File: config.mk
export PLATFORM = sky130hd
export DESIGN_NAME = instruction_control_unit
export DESIGN_NICKNAME = d
export VERILOG_FILES = /design/src/rtl/instruction_control_unit.sv
export SDC_FILE = /design/constraint.sdc
export NUM_CORES = 1
export LEC_CHECK = 0
export CAP_MARGIN = 20
export CELL_PAD_IN_SITES_DETAIL_PLACEMENT = 1
export CELL_PAD_IN_SITES_GLOBAL_PLACEMENT = 1
export CORE_ASPECT_RATIO = 1.75
export CORE_MARGIN = 2
export CORE_UTILIZATION = 34
export CTS_CLUSTER_DIAMETER = 120
export DETAILED_ROUTE_END_ITERATION = 12
export GPL_TIMING_DRIVEN = 0
export PLACE_DENSITY_LB_ADDON = 0.08
export SKIP_CTS_REPAIR_TIMING = 1
export SYNTH_ARGS = -nofsm -noshare
export SYNTH_HDL_FRONTEND = slang
export SYNTH_SLANG_ARGS = --single-unit
File: constraint.sdc
create_clock -name Clock -period 3.75 [get_ports Clock]
set_input_delay 0.375 -clock Clock [delete_from_list [all_inputs] [get_ports Clock]]
set_output_delay 0.375 -clock Clock [all_outputs]
set_load 0.05 [all_outputs]
File: src/rtl/instruction_control_unit.sv
// Fetch/decode/execute sequencer for the accumulator/RAM datapath.
// Owns PC and IR and drives the datapath control strobes from the FSM state.
module instruction_control_unit #(
   parameter int                ADDR_W   = 5,
   parameter logic [ADDR_W-1:0] RESET_PC = '0
) (
   input  logic              Clock,
   input  logic              Reset,
   input  logic [ADDR_W+2:0] Instr,
   input  logic              Aeq0,
   input  logic              Apos,
   input  logic              Enter,
   output logic [1:0]        Asel,
   output logic              Aload,
   output logic              Sub,
   output logic              MemWr,
   output logic [ADDR_W-1:0] RAMAddress,
   output logic [ADDR_W-1:0] PC,
   output logic              Halt
);

   localparam int IW = ADDR_W + 3;

   localparam logic [1:0] ASEL_ALU = 2'b00;
   localparam logic [1:0] ASEL_IN  = 2'b01;
   localparam logic [1:0] ASEL_RAM = 2'b10;

   typedef enum logic [2:0] {
      OP_LOAD  = 3'b000,
      OP_STORE = 3'b001,
      OP_ADD   = 3'b010,
      OP_SUB   = 3'b011,
      OP_INPUT = 3'b100,
      OP_JZ    = 3'b101,
      OP_JPOS  = 3'b110,
      OP_HALT  = 3'b111
   } opcode_t;

   typedef enum logic [3:0] {
      S_START,
      S_FETCH,
      S_DECODE,
      S_LOAD,
      S_STORE,
      S_ADD,
      S_SUB,
      S_INPUT,
      S_JZ,
      S_JPOS,
      S_HALT
   } state_t;

   state_t            state, state_nxt;
   logic [IW-1:0]     ir, ir_nxt;
   logic [ADDR_W-1:0] pc, pc_nxt;
   opcode_t           opcode;
   logic [ADDR_W-1:0] operand;

   assign opcode  = opcode_t'(ir[IW-1 -: 3]);
   assign operand = ir[ADDR_W-1:0];
   assign PC      = pc;

   always_ff @(posedge Clock or negedge Reset) begin
      if (!Reset) begin
         state <= S_START;
         pc    <= RESET_PC;
         ir    <= '0;
      end else begin
         state <= state_nxt;
         pc    <= pc_nxt;
         ir    <= ir_nxt;
      end
   end

   always_comb begin
      state_nxt  = state;
      pc_nxt     = pc;
      ir_nxt     = ir;
      Asel       = ASEL_ALU;
      Aload      = 1'b0;
      Sub        = 1'b0;
      MemWr      = 1'b0;
      RAMAddress = '0;
      Halt       = 1'b0;

      case (state)
         S_START: state_nxt = S_FETCH;

         S_FETCH: begin
            RAMAddress = pc;
            ir_nxt     = Instr;
            pc_nxt     = pc + 1'b1;
            state_nxt  = S_DECODE;
         end

         // Present the operand address now so RAM data is ready in the execute cycle.
         S_DECODE: begin
            RAMAddress = operand;
            case (opcode)
               OP_LOAD:  state_nxt = S_LOAD;
               OP_STORE: state_nxt = S_STORE;
               OP_ADD:   state_nxt = S_ADD;
               OP_SUB:   state_nxt = S_SUB;
               OP_INPUT: state_nxt = S_INPUT;
               OP_JZ:    state_nxt = S_JZ;
               OP_JPOS:  state_nxt = S_JPOS;
               default:  state_nxt = S_HALT;
            endcase
         end

         S_LOAD: begin
            RAMAddress = operand;
            Asel       = ASEL_RAM;
            Aload      = 1'b1;
            state_nxt  = S_FETCH;
         end

         S_STORE: begin
            RAMAddress = operand;
            MemWr      = 1'b1;
            state_nxt  = S_FETCH;
         end

         S_ADD: begin
            RAMAddress = operand;
            Asel       = ASEL_ALU;
            Aload      = 1'b1;
            state_nxt  = S_FETCH;
         end

         S_SUB: begin
            RAMAddress = operand;
            Asel       = ASEL_ALU;
            Sub        = 1'b1;
            Aload      = 1'b1;
            state_nxt  = S_FETCH;
         end

         // Aload follows Enter combinationally so the value is captured in the confirm cycle.
         S_INPUT: begin
            RAMAddress = operand;
            Asel       = ASEL_IN;
            Aload      = Enter;
            if (Enter) state_nxt = S_FETCH;
         end

         S_JZ: begin
            RAMAddress = operand;
            if (Aeq0) pc_nxt = operand;
            state_nxt = S_FETCH;
         end

         S_JPOS: begin
            RAMAddress = operand;
            if (Apos) pc_nxt = operand;
            state_nxt = S_FETCH;
         end

         S_HALT: Halt = 1'b1;

         default: state_nxt = S_START;
      endcase
   end

endmodule

After elaboration in Yosys (flattened, before gate mapping)
Cells that the tools add are included.

storage, ports and cells
  word-level logic and storage cells = 44
  input bits = 13
  bits in registers = 17

cells by class
  mux-type cells = 12
  bitwise logic cells = 1
  equality and inequality tests = 19
  add/subtract/negate cells = 1
  reductions and logical operators = 8

operator list
  kind                                            count
  one-hot mux 4 bit (7 select lines)              1
  one-hot mux 4 bit (5 select lines)              1
  == test 4 x 3 -> 1 bit (second input constant)  4
  one-hot mux 5 bit (3 select lines)              1
  == test 4 bit (second input constant)           3
  two-way mux 5 bit                               2
  one-hot mux 5 bit (2 select lines)              1
  == test 3 bit (second input constant)           3
  == test 4 x 2 -> 1 bit (second input constant)  2
  OR reduction 8 bit                              1
  OR reduction 7 bit                              1
  == test 3 x 2 -> 1 bit (second input constant)  2
  inequality test 2 bit (second input constant)   3
  adder 5 x 1 -> 5 bit (second input constant)    1
  == test 4 x 1 -> 1 bit (second input constant)  1
  zero test 4 bit                                 1
  two-way mux 4 bit                               1
  one-hot mux 2 bit (2 select lines)              1
  == test 3 x 1 -> 1 bit (second input constant)  1
  zero test 3 bit                                 1
  two-way mux 1 bit                               3
  AND reduction 3 bit                             1
  nonzero test 3 bit                              1
  OR reduction 3 bit                              1
  3 further kinds                                 3

Logic depth before layout (Yosys ltp)
Gate-level depths: netlist of run 1.

  word-level depth = 3
  gate-level depth with buffers = 6
  mapped depth without buffers = 5

Worst setup path after synthesis of run 1
No wires, ideal clock.

  kind = register to output
  start point = register state[3]
  end point = output port MemWr
  stages on the path, launching flop included = 5
  arrival time = 2546 ps
  required time = 3375 ps
  buffers on the path = 3
  slack = 829 ps
  cells stage by stage = dfrtp_1 buf_4 clkbuf_1 buf_1 nor4b_1

between the ends
  longest elaborated chain between the ends = 2

ends and longest elaborated chain
  what                    line  source
  start, declared         53    state_t state, state_nxt;
  start signal, assigned  69    state <= state_nxt;
  == test 4 x 3 -> 1 bit  86    case (state)
  two-way mux 1 bit       86
  end, declared           16    output logic MemWr,

No other way between the ends.

Worst setup path after layout of run 1
  start point = register state[3]
  end point = output port Aload

between the ends
  longest elaborated chain between the ends = 3
  elaborated cells between the ends (all ways) = 6
  those cells by class = 4 x eq/ne; 1 x mux; 1 x reduce/logical

ends and longest elaborated chain
  what                                                                     line  source
  == test 4 x 3 -> 1 bit / == test 4 x 2 -> 1 bit (equally long branches)  86
  OR reduction 3 bit (no line)                                             -
  one-hot mux 1 bit (2 select lines) (*)                                   86
  end, declared                                                            14    output logic Aload,

Every way passes the cells marked *; elsewhere a longest branch is shown, timed or not.

==> results of run 1 <==
[synth_stat cells]
cell,count,area (sq um)
nor4_1,3,18.77
or2_1,1,6.260
nor4b_1,2,17.52
xnor2_1,1,8.760
nand2_1,11,41.29
clkbuf_1,2,7.510
o311ai_2,1,16.27
inv_2,1,3.750
nor3b_1,1,7.510
a21oi_1,8,40.04
nor2_1,4,15.01
o22ai_1,4,25.02
and3_1,4,25.02
mux2i_1,1,10.01
o21ai_0,6,30.03
nor3_4,1,16.27
a21o_1,1,7.510
a211o_1,3,26.28
nand3_1,5,25.02
and4_2,1,10.01
ha_1,1,12.51
a32o_1,1,10.01
nor3_1,1,5.000
buf_1,1,3.750
or3_1,1,6.260
inv_1,1,3.750
and3_2,1,7.510
dfrtp_1,17,425.4
buf_4,3,22.52
nor2_4,1,11.26
mux2_2,9,101.4
a31oi_1,1,6.260
nor2b_1,2,12.51
buf_6,2,22.52
a221oi_1,1,8.760
o32ai_1,1,8.760
[worst min path at each step]
| stage | from | cells after the start | end |
|---|---|---|---|
| final | ir[7] | 1 | ir[7] |
| after global routing | ir[7] | 1 | ir[7] |
| after CTS | ir[7] | 1 | ir[7] |
| after detailed placement | ir[7] | 1 | ir[7] |
| after global placement | ir[7] | 1 | ir[7] |
| after floorplan | Reset | 0 | PC[0] |
[routing by layer]
metal | track usage [%] | share of wire (%) | wire length, um | up-vias
li1 | - | - | - | 449
met5 | 0 | 0 | 0 | -
met3 | 2.588 | 4.0 | 112 | 7
met2 | 30.14 | 54 | 1509 | 29
met4 | 7.941 | 2.4 | 68 | 0
met1 | 19.97 | 39 | 1089 | 462
[registers in the layout, indices dropped and copies added (netlist names)]
name	flops
ir	8
PC	5
state	4
[stage by stage]
step	util (%)	hold WS, ns	cell area [sq um]	std cells	worst slack (ns)
5_1_grt	47.93	0.5733	1388	165	0.7433
6_report	47.93	0.5383	1388	165	0.8704
3_5_place_dp	46.33	0.5236	1341	161	1.161
4_1_cts	47.93	0.5405	1388	165	0.8655
2_1_floorplan	-	0.07941	1026	105	0.8294
3_3_place_gp	46.33	0.5214	1341	161	1.208
[critical path, delay by kind of cell (launching register included)]
family,cells,cell delay [ns]
buffers and inverters,4,1.54
DFF,1,0.36
and+or+nand+nor,1,0.34
[layout by cell type, fill, tap and decap left out, types with 3 or more instances in the layout]
cell,n
clkdlybuf4s50_1,28
dfrtp_1,17
nand2_1,11
mux2_2,9
a21oi_1,8
o21ai_0,6
nand3_1,5
nor2_1,4
and3_1,4
o22ai_1,4
buf_4,3
nor4_1,3
a211o_1,3
clkbuf_8,3
[cell families after synthesis]
logic type | after synthesis | synth area share, %
compound gates | 27 | 17.44
mux | 10 | 10.85
simple gates | 39 | 21.95
buf+inv | 10 | 6.218
flops | 17 | 41.46
fa+ha+maj | 1 | 1.219
xor+xnor | 1 | 0.8538
[final cells by class]
class	instances	area share, %
clock inverter	1	0.3607
inverter	2	0.5410
multi-input combinational	78	38.68
timing repair buffer	28	20.20
buffer	8	4.058
sequential	17	30.66
clock buffer	3	2.976
tap	28	2.525
==> impl_metrics.csv, run 1 <==
group,metric,value,unit
final_layout,num_antenna_cells,0,
clocking,cts_tree,"done",
setup_path,cp.arrival,2.50,ns
route,firstDrtPassIters,4,
route,drtAntennaViolNets,0,
setup_path,path_max_fanout,10,
floorplan,die_area,3490,sq um
run,max-cap-violations,0,
clocking,cts_root_buf,"clkbuf_8",
timing,finalHoldViolations,0,
clocking,htree_levels,1,
floorplan,start_util,35.44,%
global_route,grt_max_degree,18,
placed_design,portBuffers,28,
status,status,"complete, no violations",
yosys,postSynthAreaPerCell,9.771,sq um
timing,drv_slew,0,
yosys,synth_seq_area_share,41.46,%
global_route,grt_usage,17.53,%
setup_path,cp_data_required_time,3.38,ns
clocking,clock_path_buffers,2,
timing,tightest_slew,0.8000,ns
final_layout,drive_above_1_share,17.52,%
floorplan,die_x,45.53,um
setup_path,slowest_stage,"clkdlybuf4s50_1",
hold_path,min_path_type,"flip-flop to flip-flop",
setup_path,end_kind,"primary output",
global_route,grt.overflow.total,0,
final_layout,nFillCells,315,
timing,finalCritPeriodShare,76.79,%
setup_path,worstReg2RegStart,"state[2]",
setup_path,crit_start,"state[3]",
timing,min_period,2.880,ns
timing,setup-violations-final,0,
route,avgViaCountPerCell,5.739,
floorplan,io_pins,29,
route,routed_wl,2778,um
yosys,yosysWarnings,0,
global_route,grt_pass1_vias,958,
floorplan,die_h,76.67,um
placed_design,gp_congestion,0.7801,
route,drc,0,
placed_design,place_hpwl,2060,um
timing,setup_tns,0,ns
route,first_iter_violations,18,
final_layout,fin_nets,152,
yosys,yosysUniqueCellTypes,36,
yosys,syn_inst,105,
timing,relSlewSlack,46.50,%
clocking,clk_latency,0.26,ns
yosys,syn_area,1026,sq um
final_layout,multiInputGateArea,536.8,sq um
timing,skew,0.003237,ns
timing,rsz0062_at_grt,"false",
floorplan,num_rows,26,
final_layout,synthToLayoutAreaGrowth,35.24,%
route,wl_per_cell,16.84,um
setup_path,crit_type,"flip-flop to primary output",
final_layout,seq_area,425.4,sq um
route,via_count,947,
timing,fmax,0.3473,GHz
setup_path,r2r_cells,5,
setup_path,reg2reg_slack,2.00,ns
floorplan,coreArea,2895,sq um
yosys,synth_nets,119,
setup_path,critPathMaxStageDelay,0.85,ns
clocking,cts_buffers,3,
clocking,clock-sinks,17,
setup_path,crit_end,"Aload",
global_route,grt_first_pass_wirelength,4429,um
setup_path,crit_path_cell_trace,"buf_4 -> clkbuf_1 -> buf_1 -> nor4_1 -> clkdlybuf4s50_1",
yosys,yosys_register_bits,17,
setup_path,cp-start-kind,"flip-flop",
setup_path,r2r_end,"ir[3]",
global_route,antenna_found_initial,0,
clocking,clk_pin_slew,0.07,ns
Power of run 1 is not shown: default switching activity piles up to over one toggle a cycle in this logic, so the estimate is an artifact.
==> run 2, diff against run 1 <==
==> constraint.sdc (replaced) <==
create_clock -name Clock -period 2.7 [get_ports Clock]
set_input_delay 0.27 -clock Clock [delete_from_list [all_inputs] [get_ports Clock]]
set_output_delay 0.27 -clock Clock [all_outputs]
set_load 0.05 [all_outputs]
==> run 2 against run 1 <==
Final cell count is the same. Count of clock-buffer cells in the layout unchanged. Sequential cell count did not move. Sequential share of layout area decreased by 0.73 points. Global-route usage increased by 0.53 points. Clock skew shrank 0.0022 ns. First-iteration DRC count fell by 39%. Via count is 0.21% lower. Highest routed layer unchanged.
==> impl_metrics.csv, run 2 (synthesis results as in run 1) <==
group,metric,value,unit
route,avgViaCountPerCell,5.727,
clocking,cts_root_buf,"clkbuf_8",
final_layout,final_cells,165,
global_route,grt.overflow.total,0,
global_route,grt_first_pass_wirelength,4685,um
timing,finalHoldViolations,0,
timing,drv_slew,0,
setup_path,crit_path_cell_trace,"clkbuf_1 -> nor2_1 -> nand2_1 -> nor2_1 -> clkdlybuf4s50_1",
final_layout,multiInputGateArea,549.3,sq um
setup_path,end_kind,"primary output",
setup_path,critPathMaxStageDelay,0.81,ns
global_route,grt_max_degree,18,
clocking,clk_latency,0.25,ns
floorplan,io_pins,29,
timing,finalCritPeriodShare,92.91,%
final_layout,nFillCells,319,
clocking,clk_pin_slew,0.07,ns
timing,skew,0.001030,ns
clocking,htree_levels,1,
final_layout,fin_nets,152,
final_layout,layout_commonest_cell,"clkdlybuf4s50_1",
route,first_iter_violations,11,
placed_design,dp.cells,161,
route,drtAntennaViolNets,0,
hold_path,min_path_type,"input port to async pin",
global_route,antenna_found_initial,0,
clocking,clock_path_buffers,2,
route,via_count,945,
global_route,grt_usage,18.06,%
timing,rsz0062_at_grt,"false",
placed_design,place_area,1354,sq um
final_layout,seq_area,425.4,sq um
setup_path,slowest_stage,"clkdlybuf4s50_1",
floorplan,coreArea,2895,sq um
final_layout,synthToLayoutAreaGrowth,38.54,%
floorplan,die_h,76.67,um
route,wl_per_cell,17.18,um
final_layout,drive_above_1_share,19.71,%
placed_design,portBuffers,28,
final_layout,mostFrequentLayoutCells,"clkdlybuf4s50_1, dfrtp_1, nand2_1, mux2_2",
route,firstDrtPassIters,4,
timing,relSlewSlack,47.39,%
timing,tightest_slew,0.7867,ns
floorplan,num_rows,26,
route,routed_wl,2834,um
timing,setup_tns,0,ns
setup_path,crit_type,"flip-flop to primary output",
clocking,cts_tree,"done",
placed_design,place_hpwl,2107,um
status,status,"complete, no violations",
final_layout,largest_reg_flops,8,
final_layout,num_antenna_cells,0,
global_route,grt_pass1_vias,973,
run,max-cap-violations,0,
setup_path,cp_data_required_time,2.43,ns
timing,min_period,2.508,ns
final_layout,top_register,"ir",
timing,setup-violations-final,0,
clocking,clock-sinks,17,
setup_path,cp-start-kind,"flip-flop",
floorplan,start_util,35.44,%
final_layout,fin_area,1421,sq um
route,drc,0,
floorplan,die_x,45.53,um
floorplan,die_area,3490,sq um
placed_design,gp_congestion,0.8070,
setup_path,path_max_fanout,10,
timing,fmax,0.3986,GHz
setup_path,cp_common_cell,"nor2_1",
setup_path,cp.arrival,2.24,ns
clocking,cts_buffers,3,
-- run 2: worst paths after layout --
path	from	slack [ns]	cells past startpoint	to
max in group asynchronous	Reset	1.73	1	state[1]
min	Reset	0.48	1	state[2]
max	state[0]	0.19	5	Halt
max reg2reg	state[1]	0.94	5	ir[5]
min in group Clock	ir[7]	0.54	1	ir[7]
min reg2reg	ir[7]	0.54	1	ir[7]
-- run 2: area by class of cell --
class,count,area share [%]
plain buffers,8,4.049
repair buffers,28,21.13
flip-flops and latches,17,29.93
clock buffers,3,2.905
clock inverters,1,0.3521
inverters,2,0.5282
multi-input cells,78,38.64
well taps,28,2.465
-- run 2: per-stage QoR --
step,setup WS [ns],hold slack (ns),utilization [%]
detailed placement,0.2046,0.5306,46.76
global placement,0.2577,0.5216,46.76
floorplan,0.3310,-0.02559,-
global route,0.01410,0.5347,49.09
CTS,-0.08173,0.5175,48.36
finish,0.1915,0.4763,49.09
-- run 2: worst max-delay path: cells and delay by family, from the launching register on --
family	cells	cell delay, ns
buffers and inverters	2	1.05
AND/OR/NAND/NOR	3	0.54
flip-flops	1	0.39
-- run 2: metal layers --
layer,up-vias,part of all wire [%],track usage (%)
li1,452,-,-
met1,465,40,22.32
met2,24,56,31.27
met3,4,3.6,1.647
met4,0,1.3,5.588
met5,-,0,0
Power of run 2 is left out for the same reason.
